## config.mk

```make
export PLATFORM = sky130hd
export DESIGN_NAME = scene_buffer_flat
export DESIGN_NICKNAME = d
export VERILOG_FILES = /design/src/rtl/scene_buffer_pkg.sv /design/src/rtl/scene_buffer_if.sv /design/src/rtl/scene_bank_ram.sv /design/src/rtl/scene_buffer.sv /design/src/flat_wrapper.sv
export SDC_FILE = /design/constraint.sdc
export NUM_CORES = 2
export LEC_CHECK = 0
export BUFFER_PORTS_ARGS = -buffer_cell sky130_fd_sc_hd__buf_2
export CORE_ASPECT_RATIO = 0.5
export CORE_UTILIZATION = 35
export DETAILED_ROUTE_END_ITERATION = 16
export GPL_ROUTABILITY_DRIVEN = 1
export HOLD_SLACK_MARGIN = 0.12
export RECOVER_POWER = 50
export SYNTH_ARGS = -nofsm -noshare
export SYNTH_HDL_FRONTEND = slang
export SYNTH_SLANG_ARGS = --single-unit
```

## constraint.sdc

```tcl
create_clock -name clk -period 5.65 [get_ports clk]
set_clock_uncertainty 0.1 [all_clocks]
set_input_delay 0.8475 -clock clk [delete_from_list [all_inputs] [get_ports clk]]
set_output_delay 0.8475 -clock clk [all_outputs]
set_load 0.1 [all_outputs]
```

## src/rtl/scene_buffer_pkg.sv

```systemverilog
// Shared types for the scene buffer: instance word, per-word metadata, reader states.
package scene_buffer_pkg;

  localparam int SCENE_MAX_INSTANCES = 64;
  localparam int SCENE_IDX_W = $clog2(SCENE_MAX_INSTANCES + 1);

  typedef logic [SCENE_IDX_W-1:0] scene_idx_t;

  typedef struct packed {
    logic [7:0]  model_id;
    logic [11:0] pos_x;
    logic [11:0] pos_y;
  } modelinstance_t;

  typedef struct packed {
    logic last;
  } modelinstance_meta_t;

  typedef enum logic [1:0] {
    R_IDLE,
    R_FETCH,
    R_STREAM
  } rd_state_e;

endpackage

```

## src/rtl/scene_buffer_if.sv

```systemverilog
// Stream bundle for scene_buffer: scene words in from the decoder, instances out to the renderer.
interface scene_buffer_if;
  import scene_buffer_pkg::*;

  logic                scene_in_valid;
  logic                scene_in_ready;
  modelinstance_t      scene_in_data;
  modelinstance_meta_t scene_in_metadata;

  logic                scene_out_valid;
  logic                scene_out_ready;
  modelinstance_t      scene_out_data;
  logic                scene_out_last;

  modport master (
    output scene_in_valid, scene_in_data, scene_in_metadata, scene_out_ready,
    input  scene_in_ready, scene_out_valid, scene_out_data, scene_out_last
  );

  modport slave (
    input  scene_in_valid, scene_in_data, scene_in_metadata, scene_out_ready,
    output scene_in_ready, scene_out_valid, scene_out_data, scene_out_last
  );
endinterface

```

## src/rtl/scene_bank_ram.sv

```systemverilog
// Simple dual-port RAM holding both scene banks; one-cycle registered read with read enable.
module scene_bank_ram #(
  parameter int WIDTH  = 32,
  parameter int ADDR_W = 7
) (
  input  logic              clk,
  input  logic              rstn,
  input  logic              we,
  input  logic [ADDR_W-1:0] waddr,
  input  logic [WIDTH-1:0]  wdata,
  input  logic              re,
  input  logic [ADDR_W-1:0] raddr,
  output logic [WIDTH-1:0]  rdata
);
  localparam int DEPTH = 1 << ADDR_W;

  logic [WIDTH-1:0] mem_q [DEPTH];
  logic [WIDTH-1:0] rdata_q;

  always_ff @(posedge clk) begin
    if (we) mem_q[waddr] <= wdata;
  end

  // Output register holds its value while re is low, which keeps stalled output stable.
  always_ff @(posedge clk) begin
    if (!rstn)   rdata_q <= '0;
    else if (re) rdata_q <= mem_q[raddr];
  end

  assign rdata = rdata_q;
endmodule

```

## src/rtl/scene_buffer.sv

```systemverilog
// Ping-pong scene store: commits scenes from the decoder and streams the newest one per frame_start.
// Optional SCENE_BUFFER_STATS_EN adds committed_count and frame_counter outputs.
module scene_buffer
  import scene_buffer_pkg::*;
#(
  parameter int MAX_INSTANCES = SCENE_MAX_INSTANCES
) (
  input  logic                clk,
  input  logic                rstn,
  scene_buffer_if.slave       bus,
  input  logic                frame_start,
  output logic                frame_done,
  output logic                overflow
`ifdef SCENE_BUFFER_STATS_EN
  ,
  output logic [$clog2(MAX_INSTANCES+1)-1:0] committed_count,
  output logic [15:0]                        frame_counter
`endif
);
  localparam int CW = $clog2(MAX_INSTANCES + 1);
  localparam int AW = $clog2(MAX_INSTANCES);
  localparam int DW = $bits(modelinstance_t);
  localparam logic [CW-1:0] MAX_CNT = CW'(MAX_INSTANCES);
  localparam logic [CW-1:0] ONE     = CW'(1);

  rd_state_e     state_q, state_d;
  logic          wr_bank_q, wr_bank_d, rd_bank_q, rd_bank_d;
  logic [CW-1:0] wr_ptr_q, wr_ptr_d, rd_ptr_q, rd_ptr_d;
  logic [CW-1:0] rd_count_q, rd_count_d, pend_count_q, pend_count_d;
  logic          pending_q, pending_d, overflow_q, overflow_d;
  logic          empty_done_q, empty_done_d;

  logic          wr_accept, wr_room, ram_re, out_last, stream_done;
  logic [CW-1:0] wr_ptr_inc, rd_ptr_inc, eff_count;
  logic [AW-1:0] rd_addr_ptr;
  logic [DW-1:0] ram_rdata;

  assign wr_accept  = bus.scene_in_valid && !pending_q;
  assign wr_room    = wr_ptr_q < MAX_CNT;
  assign wr_ptr_inc = wr_ptr_q + ONE;
  assign rd_ptr_inc = rd_ptr_q + ONE;
  assign out_last   = (state_q == R_STREAM) && (rd_ptr_q == rd_count_q - ONE);

  always_comb begin
    state_d      = state_q;
    wr_bank_d    = wr_bank_q;
    rd_bank_d    = rd_bank_q;
    wr_ptr_d     = wr_ptr_q;
    rd_ptr_d     = rd_ptr_q;
    rd_count_d   = rd_count_q;
    pend_count_d = pend_count_q;
    pending_d    = pending_q;
    overflow_d   = overflow_q;
    empty_done_d = 1'b0;
    ram_re       = 1'b0;
    rd_addr_ptr  = rd_ptr_q[AW-1:0];
    stream_done  = 1'b0;
    eff_count    = pending_q ? pend_count_q : rd_count_q;

    // Words past capacity are dropped but a dropped last still commits a full bank.
    if (wr_accept) begin
      if (wr_room) wr_ptr_d = wr_ptr_inc;
      else         overflow_d = 1'b1;
      if (bus.scene_in_metadata.last) begin
        pending_d    = 1'b1;
        pend_count_d = wr_room ? wr_ptr_inc : MAX_CNT;
      end
    end

    case (state_q)
      R_IDLE: begin
        if (frame_start) begin
          if (pending_q) begin
            rd_bank_d  = wr_bank_q;
            wr_bank_d  = rd_bank_q;
            rd_count_d = pend_count_q;
            pending_d  = 1'b0;
            wr_ptr_d   = '0;
          end
          if (eff_count == '0) begin
            empty_done_d = 1'b1;
          end else begin
            rd_ptr_d = '0;
            state_d  = R_FETCH;
          end
        end
      end
      R_FETCH: begin
        ram_re  = 1'b1;
        state_d = R_STREAM;
      end
      R_STREAM: begin
        if (bus.scene_out_ready) begin
          if (out_last) begin
            stream_done = 1'b1;
            state_d     = R_IDLE;
          end else begin
            rd_ptr_d    = rd_ptr_inc;
            ram_re      = 1'b1;
            rd_addr_ptr = rd_ptr_inc[AW-1:0];
          end
        end
      end
      default: state_d = R_IDLE;
    endcase
  end

  always_ff @(posedge clk) begin
    if (!rstn) begin
      state_q      <= R_IDLE;
      wr_bank_q    <= 1'b0;
      rd_bank_q    <= 1'b1;
      wr_ptr_q     <= '0;
      rd_ptr_q     <= '0;
      rd_count_q   <= '0;
      pend_count_q <= '0;
      pending_q    <= 1'b0;
      overflow_q   <= 1'b0;
      empty_done_q <= 1'b0;
    end else begin
      state_q      <= state_d;
      wr_bank_q    <= wr_bank_d;
      rd_bank_q    <= rd_bank_d;
      wr_ptr_q     <= wr_ptr_d;
      rd_ptr_q     <= rd_ptr_d;
      rd_count_q   <= rd_count_d;
      pend_count_q <= pend_count_d;
      pending_q    <= pending_d;
      overflow_q   <= overflow_d;
      empty_done_q <= empty_done_d;
    end
  end

  scene_bank_ram #(
    .WIDTH  (DW),
    .ADDR_W (AW + 1)
  ) u_ram (
    .clk   (clk),
    .rstn  (rstn),
    .we    (wr_accept && wr_room),
    .waddr ({wr_bank_q, wr_ptr_q[AW-1:0]}),
    .wdata (bus.scene_in_data),
    .re    (ram_re),
    .raddr ({rd_bank_q, rd_addr_ptr}),
    .rdata (ram_rdata)
  );

  assign bus.scene_in_ready  = !pending_q;
  assign bus.scene_out_valid = (state_q == R_STREAM);
  assign bus.scene_out_data  = ram_rdata;
  assign bus.scene_out_last  = out_last;
  assign frame_done          = stream_done || empty_done_q;
  assign overflow            = overflow_q;

`ifdef SCENE_BUFFER_STATS_EN
  logic [15:0] frame_counter_q;

  always_ff @(posedge clk) begin
    if (!rstn)           frame_counter_q <= '0;
    else if (frame_done) frame_counter_q <= frame_counter_q + 16'd1;
  end

  assign committed_count = rd_count_q;
  assign frame_counter   = frame_counter_q;
`endif
endmodule

```

## src/flat_wrapper.sv

```systemverilog
// flat-port wrapper written by rule: the top's interface ports become plain ports
module scene_buffer_flat import scene_buffer_pkg::*;
#(
  parameter int MAX_INSTANCES = SCENE_MAX_INSTANCES
)
  (clk, rstn, frame_start, frame_done, overflow, bus_scene_in_valid, bus_scene_in_data, bus_scene_in_metadata, bus_scene_out_ready, bus_scene_in_ready, bus_scene_out_valid, bus_scene_out_data, bus_scene_out_last);
  scene_buffer_if bus_i ();
  input  logic clk;
  input  logic rstn;
  input  logic frame_start;
  output logic frame_done;
  output logic overflow;
  input wire logic [$bits(bus_i.scene_in_valid)-1:0] bus_scene_in_valid;
  input wire logic [$bits(bus_i.scene_in_data)-1:0] bus_scene_in_data;
  input wire logic [$bits(bus_i.scene_in_metadata)-1:0] bus_scene_in_metadata;
  input wire logic [$bits(bus_i.scene_out_ready)-1:0] bus_scene_out_ready;
  output wire logic [$bits(bus_i.scene_in_ready)-1:0] bus_scene_in_ready;
  output wire logic [$bits(bus_i.scene_out_valid)-1:0] bus_scene_out_valid;
  output wire logic [$bits(bus_i.scene_out_data)-1:0] bus_scene_out_data;
  output wire logic [$bits(bus_i.scene_out_last)-1:0] bus_scene_out_last;
  assign bus_i.scene_in_valid = bus_scene_in_valid;
  assign bus_i.scene_in_data = bus_scene_in_data;
  assign bus_i.scene_in_metadata = bus_scene_in_metadata;
  assign bus_i.scene_out_ready = bus_scene_out_ready;
  assign bus_scene_in_ready = bus_i.scene_in_ready;
  assign bus_scene_out_valid = bus_i.scene_out_valid;
  assign bus_scene_out_data = bus_i.scene_out_data;
  assign bus_scene_out_last = bus_i.scene_out_last;
  scene_buffer #(.MAX_INSTANCES(MAX_INSTANCES)) u_core (.clk(clk), .rstn(rstn), .bus(bus_i), .frame_start(frame_start), .frame_done(frame_done), .overflow(overflow));
endmodule
```

==> impl_results.md <==
- Mapped Nets: 11200
- Mapped cell area: between 150000 and 200000 sq um
- Post-Synthesis Cells: 11200
- Routability Congestion: approximately 0.94
- Worst Hold Depth: 3
- Reg2reg path depth: 17
- DRT iter0 DRCs: between 20000 and 25000
- Area Overhead vs Synth: 15.4%
- Final min period: 5.60 ns
- Footprint of the multi-input gates: slightly below 40000 sq um
- DR pass1 iterations: 7
- Worst EP required: ~6.4 ns
- Design Area, Final: ~190000 sq um
- M3 GR Usage: about 7.7%
- Clk slew on worst S/H paths: ~0.070 ns
- Vias per inst: 6.59
- FILL cells: about 43000
- Initial core utilization: around a third
- Hold WC Path Type: input port to flop
- Failing checks: capacitance limit, slew limit
- GR Layer Usage met1: 34.3%
- Routed wire per std cell: ~34 um
- FMAX: roughly 0.18 GHz
- Routed Antenna Nets: 0
- Final HPWL DP: 374 mm
- Clock latency on the worst-skew pair: ~0.98 ns
- Status: finished, violations left
- Register area: 124000 sq um
- Die height: approximately 500 um
- Synth Register Bits: approximately 4200
- Core Util, Final: approximately 41%
- Most frequent cells in the layout: 4096 x edfxtp_1, 2438 x o22ai_1, 917 x nor3_1
- All-Layer GR Usage: 24.8%
- Comb power frac: 5.8%
- H-tree levels: 5
- Leak pwr: between 0.05 and 0.06 uW
- Cell Pwr Density: between 300 and 400 nW/um^2
- Synthesized area per cell: ~15 sq um
- Gr busiest metal: met2
- Hold Vio Cnt, Final: 0
- Max-slew headroom: -230%
- CP Launch Type: flop
- Top FF cell, synth: edfxtp_1
- CP Capture Type: flop
- Die area: around 480000 sq um
- VDD IR-drop max: 0.244 mV
- Clock share of power: 41.7%
- CTS tree: yes
- Period utilisation layout: between 90% and 100%
- Fin. max-slew vios: 3809
- Cell Area, Placed: ~180000 sq um
- Initial antenna violation count: 64
- Final nets: around 12000
- Clock Path Buffers: 4
- Post-Place Cells: ~17000
- Die Wd: ~980 um
- Cell Int Power: 50300 uW
- # IOs: 75
- Rows: around 180
- Max_cap viols: 65
- EDFF count, synth: between 4000 and 5000
- Vias: 120000
- Switching Share: between 20% and 30%
- Psw: 14800 uW
- Most common cell after layout, fill and taps aside: edfxtp_1
- Finished Layout Cells: around 18000
- Clock sink total: approximately 4200
- Setup-failing EPs final: 0
- Routing usage on met2: a little over a third
- CP arrival: about 6.3 ns
- Core Footprint: 471000 sq um
- Clock root cell: clkbuf_16
- Total CTS buffers: a little under 400
- PortBufs: between 70 and 80
- Residual DRC: 0
- Kind of critical path: flop to flop
- Power share of the sequential group: between 50% and 60%
- Yosys warns: 0
- Setup tns final: 0 ns
- Post-synth cell types: 78
- Post-Route WL: roughly 620 mm
- Largest net degree at the start of global routing: between 150 and 200
- First-pass GRT wire length: approximately 850 mm
- Async set-reset flop share out of synthesis: 0%
- Worst slew pin tran: between 4 and 5 ns
- Vias in the first global route: about 110k
- Grt ovf: 0
- Share of cells above drive strength 1: approximately 14%
- Critical path peak fanout: 15
- Seq/Total Area, Yosys: about three quarters
-- power by group through the flow --
stage | sequential [uW] | clock [uW] | combinational, uW
floorplan | 34900 | 0 | 1640
global placement | 34800 | 0 | 3580
detailed placement | 34800 | 0 | 3640
CTS | 34100 | 27200 | 3650
global route | 34200 | 28400 | 3880
finish | 34200 | 27200 | 3760
-- path summary, 6_finish.rpt --
path,from,endpoint,slack (ns)
hold / removal,bus_scene_in_valid,u_core.pending_q,0.18
hold reg to reg,u_core.pend_count_q[5],u_core.pend_count_q[5],0.40
setup reg to reg,u_core.rd_count_q[0],u_core.u_ram.rdata[25],0.05
setup / recovery,u_core.rd_count_q[0],u_core.u_ram.rdata[25],0.05
-- metal layers --
layer / vias to the layer above / part of all wire (%)
li1: 48000 / -
met1: 60700 / 38
met2: 9481 / 42
met3: 1504 / 15
met4: 18 / 5.6
met5: - / 0.070
-- cell families after synthesis --
| family | count (synthesis) | share of synthesized area (%) |
|---|---|---|
| xor+xnor | 21 | 0.111 |
| fa+ha+maj | 7 | 0.0528 |
| flops | 4163 | 74.9 |
| mux | 164 | 1.04 |
| simple gates | 1808 | 5.33 |
| compound gates | 4057 | 16.0 |
| buf+inv | 971 | 2.51 |
-- what timing repair did --
action,4_1_cts,5_1_grt
setup buffers,0,7
endpoints found under the hold margin,8,0
pin swaps,2,8
endpoints found under the setup margin,12,17
gates resized for setup,9,8
cloned,1,0
hold buffers,1,0
-- metrics by stage --
| stage | hold WS, ns | power [uW] | setup slack [ns] |
|---|---|---|---|
| finish | 0.176 | 65100 | 0.0456 |
| global route | 0.169 | 66400 | -0.00207 |
| CTS | 0.133 | 65000 | 0.00714 |
| detailed placement | 0.382 | 38400 | -0.803 |
| global placement | 0.376 | 38400 | -1.60 |
| floorplan | 0.347 | 36500 | 1.26 |
-- registers in the layout, indices dropped and copies added, names as in the netlist --
signal and count:
u_core.pending_q 1, u_core.wr_bank_q 1, u_core.rd_ptr_q 7, u_core.state_q 2
u_core.rd_bank_q 1, u_core.u_ram.mem_q 4096, u_core.rd_count_q 7, u_core.pend_count_q 7
u_core.u_ram.rdata 32, u_core.wr_ptr_q 7, u_core.empty_done_q 1, u_core.overflow 1
-- worst max-delay path: stages, from the launching register on --
cell and delay (ns):
dfxtp_1 0.41, inv_1 0.07, ha_1 0.27, and3b_1 0.21
nor3_1 0.29, o31ai_4 0.17, a311o_2 0.60, a2bb2oi_4 0.36
buf_12 0.25, buf_4 0.19, buf_4 0.21, o22ai_1 0.17
nor3_1 0.09, buf_4 0.18, nor4_4 0.60, o311ai_0 0.44
nor3_1 0.65, o2111ai_1 0.16
-- cell usage after synthesis, types with 24 or more instances --
master / n / area, sq um
edfxtp_1: 4096 / 123000
o22ai_1: 2439 / 15300
nor3_1: 919 / 4600
o221ai_1: 570 / 4990
clkbuf_1: 446 / 1670
o21ai_0: 427 / 2140
nor2_1: 413 / 1550
buf_2: 361 / 1810
a21oi_1: 279 / 1400
mux2i_1: 151 / 1510
nor4_1: 137 / 857
buf_1: 136 / 510
nand2_1: 118 / 443
dfxtp_1: 67 / 1340
a211oi_1: 59 / 443
nand3_1: 48 / 240
nand4_1: 44 / 275
a22oi_1: 39 / 293
or3_1: 34 / 213
a31oi_1: 27 / 169
o311ai_0: 24 / 210
-- cell type report --
class / count / share of cell area [%]
diodes: 31 / 0.0405
clock buffers: 492 / 5.52
clock inverters: 232 / 1.23
inverters: 15 / 0.0333
multi-input cells: 6058 / 20.3
flip-flops and latches: 4163 / 64.9
well taps: 6300 / 4.12
repair buffers: 864 / 3.83
(Power assumes the default switching activity.)
